$ cat src/rtl/button_debouncer_pkg.sv
// Shared timing defaults and counter-width helpers for the button debouncer bank.
// Build option: BUTTON_DEBOUNCER_REPEAT_EN enables auto-repeat press pulses.
package button_debouncer_pkg;

    localparam int DEB_STABLE_5MS_100MHZ = 500000;
    localparam int DEB_REPEAT_DELAY_0S5  = 50000000;
    localparam int DEB_REPEAT_PERIOD_0S1 = 10000000;

    // Bits needed to hold values 0..max_count, never less than one bit.
    function automatic int deb_cnt_width(input int max_count);
        return (max_count < 1) ? 1 : $clog2(max_count + 1);
    endfunction

    function automatic int deb_max(input int a, input int b);
        return (a > b) ? a : b;
    endfunction

endpackage

$ cat src/rtl/button_debouncer_channel.sv
// One button channel: two-flop synchroniser, stable-count filter, registered pulses.
// Build option: BUTTON_DEBOUNCER_REPEAT_EN adds auto-repeat of the press pulse.
module button_debouncer_channel
    import button_debouncer_pkg::*;
#(
    parameter int STABLE_CYCLES = DEB_STABLE_5MS_100MHZ,
    parameter int REPEAT_DELAY  = DEB_REPEAT_DELAY_0S5,
    parameter int REPEAT_PERIOD = DEB_REPEAT_PERIOD_0S1
) (
    input  logic clk,
    input  logic rst,
    input  logic button,
    output logic button_level,
    output logic button_press,
    output logic button_release
);

    localparam int            CW       = deb_cnt_width(STABLE_CYCLES);
    localparam logic [CW-1:0] CNT_LAST = CW'(STABLE_CYCLES - 1);

    logic          sync1;
    logic          sync2;
    logic [CW-1:0] cnt;
    logic          flip;
    logic          rpt_hit;

    // The level flips on the cycle the filter count completes.
    always_comb begin
        flip = (sync2 != button_level) && (cnt == CNT_LAST);
    end

`ifdef BUTTON_DEBOUNCER_REPEAT_EN
    localparam int            RW         = deb_cnt_width(deb_max(REPEAT_DELAY, REPEAT_PERIOD));
    localparam logic [RW-1:0] DELAY_LAST = RW'(REPEAT_DELAY - 1);
    localparam logic [RW-1:0] PERIOD_LAST = RW'(REPEAT_PERIOD - 1);

    logic [RW-1:0] rpt_cnt;
    logic          rpt_first;

    // A flip cycle (press or release) always wins over a repeat.
    always_comb begin
        rpt_hit = button_level && !flip &&
                  (rpt_cnt == (rpt_first ? DELAY_LAST : PERIOD_LAST));
    end

    always_ff @(posedge clk) begin
        if (rst) begin
            rpt_cnt   <= '0;
            rpt_first <= 1'b0;
        end else if (flip) begin
            rpt_cnt   <= '0;
            rpt_first <= sync2;
        end else if (!button_level) begin
            rpt_cnt   <= '0;
            rpt_first <= 1'b0;
        end else if (rpt_hit) begin
            rpt_cnt   <= '0;
            rpt_first <= 1'b0;
        end else begin
            rpt_cnt   <= rpt_cnt + 1'b1;
        end
    end
`else
    localparam int unused_repeat_cfg = REPEAT_DELAY + REPEAT_PERIOD;

    always_comb begin
        rpt_hit = 1'b0;
    end
`endif

    always_ff @(posedge clk) begin
        if (rst) begin
            sync1          <= 1'b0;
            sync2          <= 1'b0;
            cnt            <= '0;
            button_level   <= 1'b0;
            button_press   <= 1'b0;
            button_release <= 1'b0;
        end else begin
            sync1          <= button;
            sync2          <= sync1;
            button_press   <= (flip && sync2) || rpt_hit;
            button_release <= flip && !sync2;
            if (sync2 == button_level) begin
                cnt <= '0;
            end else if (flip) begin
                button_level <= sync2;
                cnt          <= '0;
            end else begin
                cnt <= cnt + 1'b1;
            end
        end
    end

endmodule

$ cat src/rtl/button_debouncer_bank.sv
// Bank of independent debounced button channels with press/release pulses.
// Build option: BUTTON_DEBOUNCER_REPEAT_EN enables auto-repeat while held.
module button_debouncer_bank
    import button_debouncer_pkg::*;
#(
    parameter int CHANNELS      = 4,
    parameter int STABLE_CYCLES = DEB_STABLE_5MS_100MHZ,
    parameter int REPEAT_DELAY  = DEB_REPEAT_DELAY_0S5,
    parameter int REPEAT_PERIOD = DEB_REPEAT_PERIOD_0S1
) (
    input  logic                clk,
    input  logic                rst,
    input  logic [CHANNELS-1:0] button,
    output logic [CHANNELS-1:0] button_level,
    output logic [CHANNELS-1:0] button_press,
    output logic [CHANNELS-1:0] button_release
);

    for (genvar i = 0; i < CHANNELS; i++) begin : g_ch
        button_debouncer_channel #(
            .STABLE_CYCLES (STABLE_CYCLES),
            .REPEAT_DELAY  (REPEAT_DELAY),
            .REPEAT_PERIOD (REPEAT_PERIOD)
        ) u_ch (
            .clk            (clk),
            .rst            (rst),
            .button         (button[i]),
            .button_level   (button_level[i]),
            .button_press   (button_press[i]),
            .button_release (button_release[i])
        );
    end

endmodule

$ cat config.mk
export PLATFORM = sky130hd
export DESIGN_NAME = button_debouncer_bank
export DESIGN_NICKNAME = d
export VERILOG_FILES = /design/src/rtl/button_debouncer_pkg.sv /design/src/rtl/button_debouncer_channel.sv /design/src/rtl/button_debouncer_bank.sv
export SDC_FILE = /design/constraint.sdc
export NUM_CORES = 1
export LEC_CHECK = 0
export BUFFER_PORTS_ARGS = -buffer_cell sky130_fd_sc_hd__buf_2
export CAP_MARGIN = 20
export CORE_MARGIN = 2
export CORE_UTILIZATION = 55
export CTS_CLUSTER_DIAMETER = 60
export DETAILED_ROUTE_END_ITERATION = 10
export GPL_ROUTABILITY_DRIVEN = 0
export GPL_TIMING_DRIVEN = 1
export MAX_ROUTING_LAYER = met4
export PLACE_DENSITY_LB_ADDON = 0.2
export SYNTH_ARGS = -nofsm -noshare
export SYNTH_HDL_FRONTEND = slang
export SYNTH_SLANG_ARGS = --single-unit
$ cat constraint.sdc
create_clock -name clk -period 4.6 [get_ports clk]
set_clock_uncertainty 0.15 [all_clocks]
set_input_delay 0.23 -clock clk [delete_from_list [all_inputs] [get_ports clk]]
set_output_delay 0.23 -clock clk [all_outputs]
set_load 0.1 [all_outputs]
* After elaboration in Yosys (flattened, before gate mapping)
Index checks and enable logic that the tools add are counted.
Operators by class: add/subtract/negate cells 4, equal/unequal tests 12, bitwise operators 4, reductions and logical operators 24
Operators by type and width (count):
- 19-bit by 1-bit adder with 19-bit output, second input constant | 4
- 19-bit == test, second input constant | 4
- 1-bit logical AND | 12
- 3-bit OR reduction | 4
- 2-bit AND reduction | 4
- 1-bit == test | 4
- 1-bit logical NOT | 4
- 1-bit inequality test | 4
- 1-bit inverter | 4
Storage, ports and cells: register bits after elaboration 96, output and inout bits 12, word-level logic and storage cells 68

* Logic depth before layout (Yosys ltp)
word-level depth 3, mapped depth 7

* Cells and area by module
A second synthesis with hierarchy kept.
Unflattened totals: cell total of the unflattened synthesis 448, area total of the unflattened synthesis 4103.9 µm²
Modules (own cells, without submodules):
- button_debouncer_channel | times used 4, cells each 112, area each 1026.0 µm²

* Worst setup path before layout
OpenSTA, ideal clock, no wires.
kind flip-flop to flip-flop, start reg g_ch[0].u_ch.cnt[5], end reg g_ch[0].u_ch.cnt[10], arrival 1.802 ns, data required time 4.336 ns, path slack 2.534 ns, stages on the path, launching flop included 7, period minus slack after synthesis 2.066 ns, path through dfxtp_1 buf_6 or4b_4 or4_4 o21ai_4 buf_6 nor2_1
Between the ends: longest elaborated chain between the ends 3, elaborated cells on any way between the ends 4
RTL lines:
- start: declaration | line button_debouncer_channel.sv:23 | logic [CW-1:0] cnt;
- start signal: assignment | line button_debouncer_channel.sv:90 | cnt <= cnt + 1'b1;
- parallel branches: the longest is 3 deep, another holds 19-bit by 1-bit adder with 19-bit output
Several ways; the timed one is not identified. A chain may end at the register's enable or synchronous reset.

* Worst setup path in the final report
start reg g_ch[2].u_ch.cnt[0], end reg g_ch[2].u_ch.cnt[18]
Between the ends: longest elaborated chain between the ends 3, elaborated cells on any way between the ends 4
RTL lines (line):
- start: declaration | button_debouncer_channel.sv:23
- start signal: assignment | button_debouncer_channel.sv:90
- parallel branches: the longest is 3 deep, another holds 19-bit by 1-bit adder with 19-bit output
Several ways; the timed one is not identified.

==> impl_metrics.csv <==
group,metric,value,unit
clocking,cts.clk_slew.worst_paths,90,ps
power_and_ir_drop,power.share.switching,0.198,
grt,met1_usage,0.250,
grt,grt.total_usage,0.192,
timing,max_clock_freq,0.426,GHz
floorplan,rows,31,
timing,worst_hold_slack,101,ps
clocking,numClockSinks,96,
route,drt_pre_antenna_iters,4,
placement,port-buffer-count,17,
grt,met2_usage,0.288,
setup_path,worst-path-max-fanout,11,
placement,place.detailed.hpwl,5.09,mm
timing,post-route-period-util,0.510,
synthesis,synth_async_sr_flop_share,0,
synthesis,ys_ff_latch,96,
clocking,cts_tree,"done",
floorplan,chip_height,91.7,um
floorplan,core,0.00733,mm^2
min_path,worst_hold_path_type,"input port to flip-flop",
route,ant_nets,0,
layout,final_nets,492,
clocking,worstSkewPairLatency,360,ps
layout,finalCoreUtilization,0.622,
layout,area_growth_syn_to_fin,8.00,%
grt,globalRouteMet3Util,0.0435,
timing,final-hold-violation-count,0,
synthesis,mappedNetlistArea,0.00423,mm^2
timing,fin_tns_setup,0,ps
timing,layout_min_cycle_time,2350,ps
synthesis,synth_top_flop_cell,"sky130_fd_sc_hd__dfxtp_1",
layout,multi_input_comb_area,0.00208,mm^2
clocking,max-clock-path-buffers,2,
route,avgRoutedWirePerCell,12.5,um
power_and_ir_drop,leakagePower,1.41,nW
status,outcome,"finished clean",
route,drc,0,
synthesis,synth_enable_flop_cells,0,
layout,antenna-diode-count,0,
layout,fill_cells,637,
placement,area_after_dpl,0.00427,mm^2
power_and_ir_drop,power_frac_clock,0.429,
setup_path,critical-path-slowest-cell,"sky130_fd_sc_hd__or4_1",
setup_path,path_class,"flip-flop to flip-flop",
timing,max_slew_headroom,0.575,
grt,gr-max-usage-layer,"met2",
clocking,postCtsSetupBuffers,0,
route,drt-vias-per-instance,5.47,
clocking,clk_root_buf,"sky130_fd_sc_hd__clkbuf_8",
grt,first_pass_grt_wire_length,12.9,mm
setup_path,worstPathArrival,2490,ps
clocking,holdBufCountCts,4,
synthesis,netlist_instances,475,
clocking,numCtsBuffers,9,
route,routed_wirelength,7.30,mm
synthesis,syn_avg_cell_area,8.90,um^2
setup_path,crit_path_end_kind,"flip-flop",
synthesis,syn_nets,485,
synthesis,synth.lib_cells_used.distinct,41,
grt,antenna_found_initial,0,
timing,worst_max_slew_pin_slew,636,ps
power_and_ir_drop,combinationalPowerShare,0.014,
setup_path,cpPeakStageDelay,700,ps
floorplan,die_x,91.7,um
grt,grt_start_max_net_pins,22,
timing,final-setup-viol-count,0,
floorplan,ios,18,
power_and_ir_drop,power.net_switching,0.000298,W
job,timing.max_cap.violations,0,
power_and_ir_drop,power_per_cell_area,330,mW/mm^2
clocking,cts_resized,0,
clocking,ctsHtreeMaxLevel,3,
route,number_of_vias_in_the_routed_layout,3207,
setup_path,path_cells,"ha_1, nand4_1, or4_1, or3_1, a21oi_1",
floorplan,initial_utilization,0.576,
grt,vias_in_the_first_global_route,2966,
layout,drive_gt1_frac,0.0883,
power_and_ir_drop,power_report.internal_total,0.00121,W
setup_path,required,4740,ps
layout,ff_latch_area,0.00192,mm^2
synthesis,yosysTopAreaCellShare,0.455,
synthesis,netlist.top_cell.by_area,"sky130_fd_sc_hd__dfxtp_1",
timing,drv_slew,0,
setup_path,critPathLaunchType,"flip-flop",
synthesis,seq_area_frac_synth,0.455,
timing,rsz_0062_raised_after_global_routing,"false",
power_and_ir_drop,vdd.ir_drop.worst,169,uV
layout,layout.cell_area.non_filler,0.00456,mm^2
floorplan,design.die.area,0.00840,mm^2
power_and_ir_drop,power.sequential.fraction,0.557,
power_and_ir_drop,finalPower,0.00150,W
synthesis,synth.top_cells.by_area,"sky130_fd_sc_hd__dfxtp_1 45%, sky130_fd_sc_hd__xor2_1 6.2%, sky130_fd_sc_hd__nor2_1 5.8%",
synthesis,synth_warnings,0,
route,drt_first_iter_violations,78,
grt,gr-total-overflow,0,
-- cells in the mapped netlist, types with 4 or more instances --
master	number
sky130_fd_sc_hd__nand3_1	28
sky130_fd_sc_hd__and4_1	8
sky130_fd_sc_hd__and3_1	5
sky130_fd_sc_hd__nand4_1	30
sky130_fd_sc_hd__buf_2	4
sky130_fd_sc_hd__o21ai_0	13
sky130_fd_sc_hd__o31ai_1	4
sky130_fd_sc_hd__nand2_1	16
sky130_fd_sc_hd__inv_1	14
sky130_fd_sc_hd__a21oi_1	18
sky130_fd_sc_hd__xor2_1	30
sky130_fd_sc_hd__nor2b_1	10
sky130_fd_sc_hd__xnor2_1	26
sky130_fd_sc_hd__buf_4	12
sky130_fd_sc_hd__nor4_1	14
sky130_fd_sc_hd__nor2_1	65
sky130_fd_sc_hd__or3_1	15
sky130_fd_sc_hd__clkbuf_1	10
sky130_fd_sc_hd__nand2b_1	7
sky130_fd_sc_hd__nor3_1	12
sky130_fd_sc_hd__ha_1	4
sky130_fd_sc_hd__dfxtp_1	96
sky130_fd_sc_hd__or4_1	6
-- layout make-up --
cell class,count,area share
inverter,14,0.0115
tap,99,0.0271
sequential,96,0.421
multi-input combinational,337,0.456
clock buffer,11,0.0288
clock inverter,5,0.0230
timing repair buffer,24,0.0324
-- final timing paths --
| kind | startpoint | end | slack [ps] | cells past startpoint |
|---|---|---|---|---|
| worst max-delay path | g_ch[2].u_ch.cnt[0]$_SDFF_PP0_ | g_ch[2].u_ch.cnt[18]$_SDFF_PP0_ | 2250 | 5 |
| worst min-delay path | rst | g_ch[3].u_ch.sync2$_SDFF_PP0_ | 100 | 2 |
| worst max register to register | g_ch[2].u_ch.cnt[0]$_SDFF_PP0_ | g_ch[2].u_ch.cnt[18]$_SDFF_PP0_ | 2250 | 5 |
| worst min register to register | g_ch[3].u_ch.sync1$_SDFF_PP0_ | g_ch[3].u_ch.sync2$_SDFF_PP0_ | 300 | 1 |
-- state kept, by name, summed over array words and instances (netlist names) --
signal and count:
g_ch.u_ch.button_level 4, g_ch.u_ch.button_press 4, g_ch.u_ch.button_release 4, g_ch.u_ch.cnt 76, g_ch.u_ch.sync1 4, g_ch.u_ch.sync2 4
-- metrics by stage --
stage / std cells / worst slack [ps]
after floorplan: 475 / 2530
after global placement: 563 / 2110
after detailed placement: 564 / 1970
after CTS: 584 / 1970
after global routing: 586 / 2080
final: 586 / 2250
-- per-layer routing --
metal / vias up / routed length [um] / part of all wire
li1: 1668 / - / -
met1: 1482 / 3680 / 0.50
met2: 47 / 3260 / 0.45
met3: 10 / 226 / 0.031
met4: 0 / 129 / 0.018
met5: - / 0 / 0
-- layout by cell type, fill, tap and decap left out, types with 14 or more instances in the layout --
cell type	netlist	routed
sky130_fd_sc_hd__nand3_1	28	28
sky130_fd_sc_hd__or3_1	15	15
sky130_fd_sc_hd__nor4_1	14	14
sky130_fd_sc_hd__xnor2_1	26	26
sky130_fd_sc_hd__inv_1	14	14
sky130_fd_sc_hd__nand2_1	16	16
sky130_fd_sc_hd__nor2_1	65	65
sky130_fd_sc_hd__xor2_1	30	30
sky130_fd_sc_hd__dfxtp_1	96	96
sky130_fd_sc_hd__buf_2	4	17
sky130_fd_sc_hd__a21oi_1	18	18
sky130_fd_sc_hd__nand4_1	30	30
-- kinds of logic after synthesis --
logic type                 Yosys count  synth area share
muxes                                3           0.00711
buffers and inverters               42            0.0527
adders and majority gates            4            0.0118
and+or+nand+nor                    235             0.304
DFF                                 96             0.455
AOI/OAI and AO/OA                   39            0.0536
xor gates and xnor gates            56             0.116
-- critical path, delay by kind of cell, from the launching register on --
family                   cells  cell delay (ps)
AO/OA/AOI/OAI                1              140
adder cells (fa/ha/maj)      1              230
flip-flops                   1              390
AND/OR/NAND/NOR              3             1370
-- power by group through the flow --
stage | sequential (W) | combinational [W] | clock, W
finish | 0.000838 | 0.0000209 | 0.000646
global route | 0.000838 | 0.0000238 | 0.000695
CTS | 0.000838 | 0.0000206 | 0.000662
detailed placement | 0.000857 | 0.0000180 | 0
global placement | 0.000857 | 0.0000171 | 0
floorplan | 0.000856 | 0.0000134 | 0
Note: power is estimated with default switching activity, not from simulation.
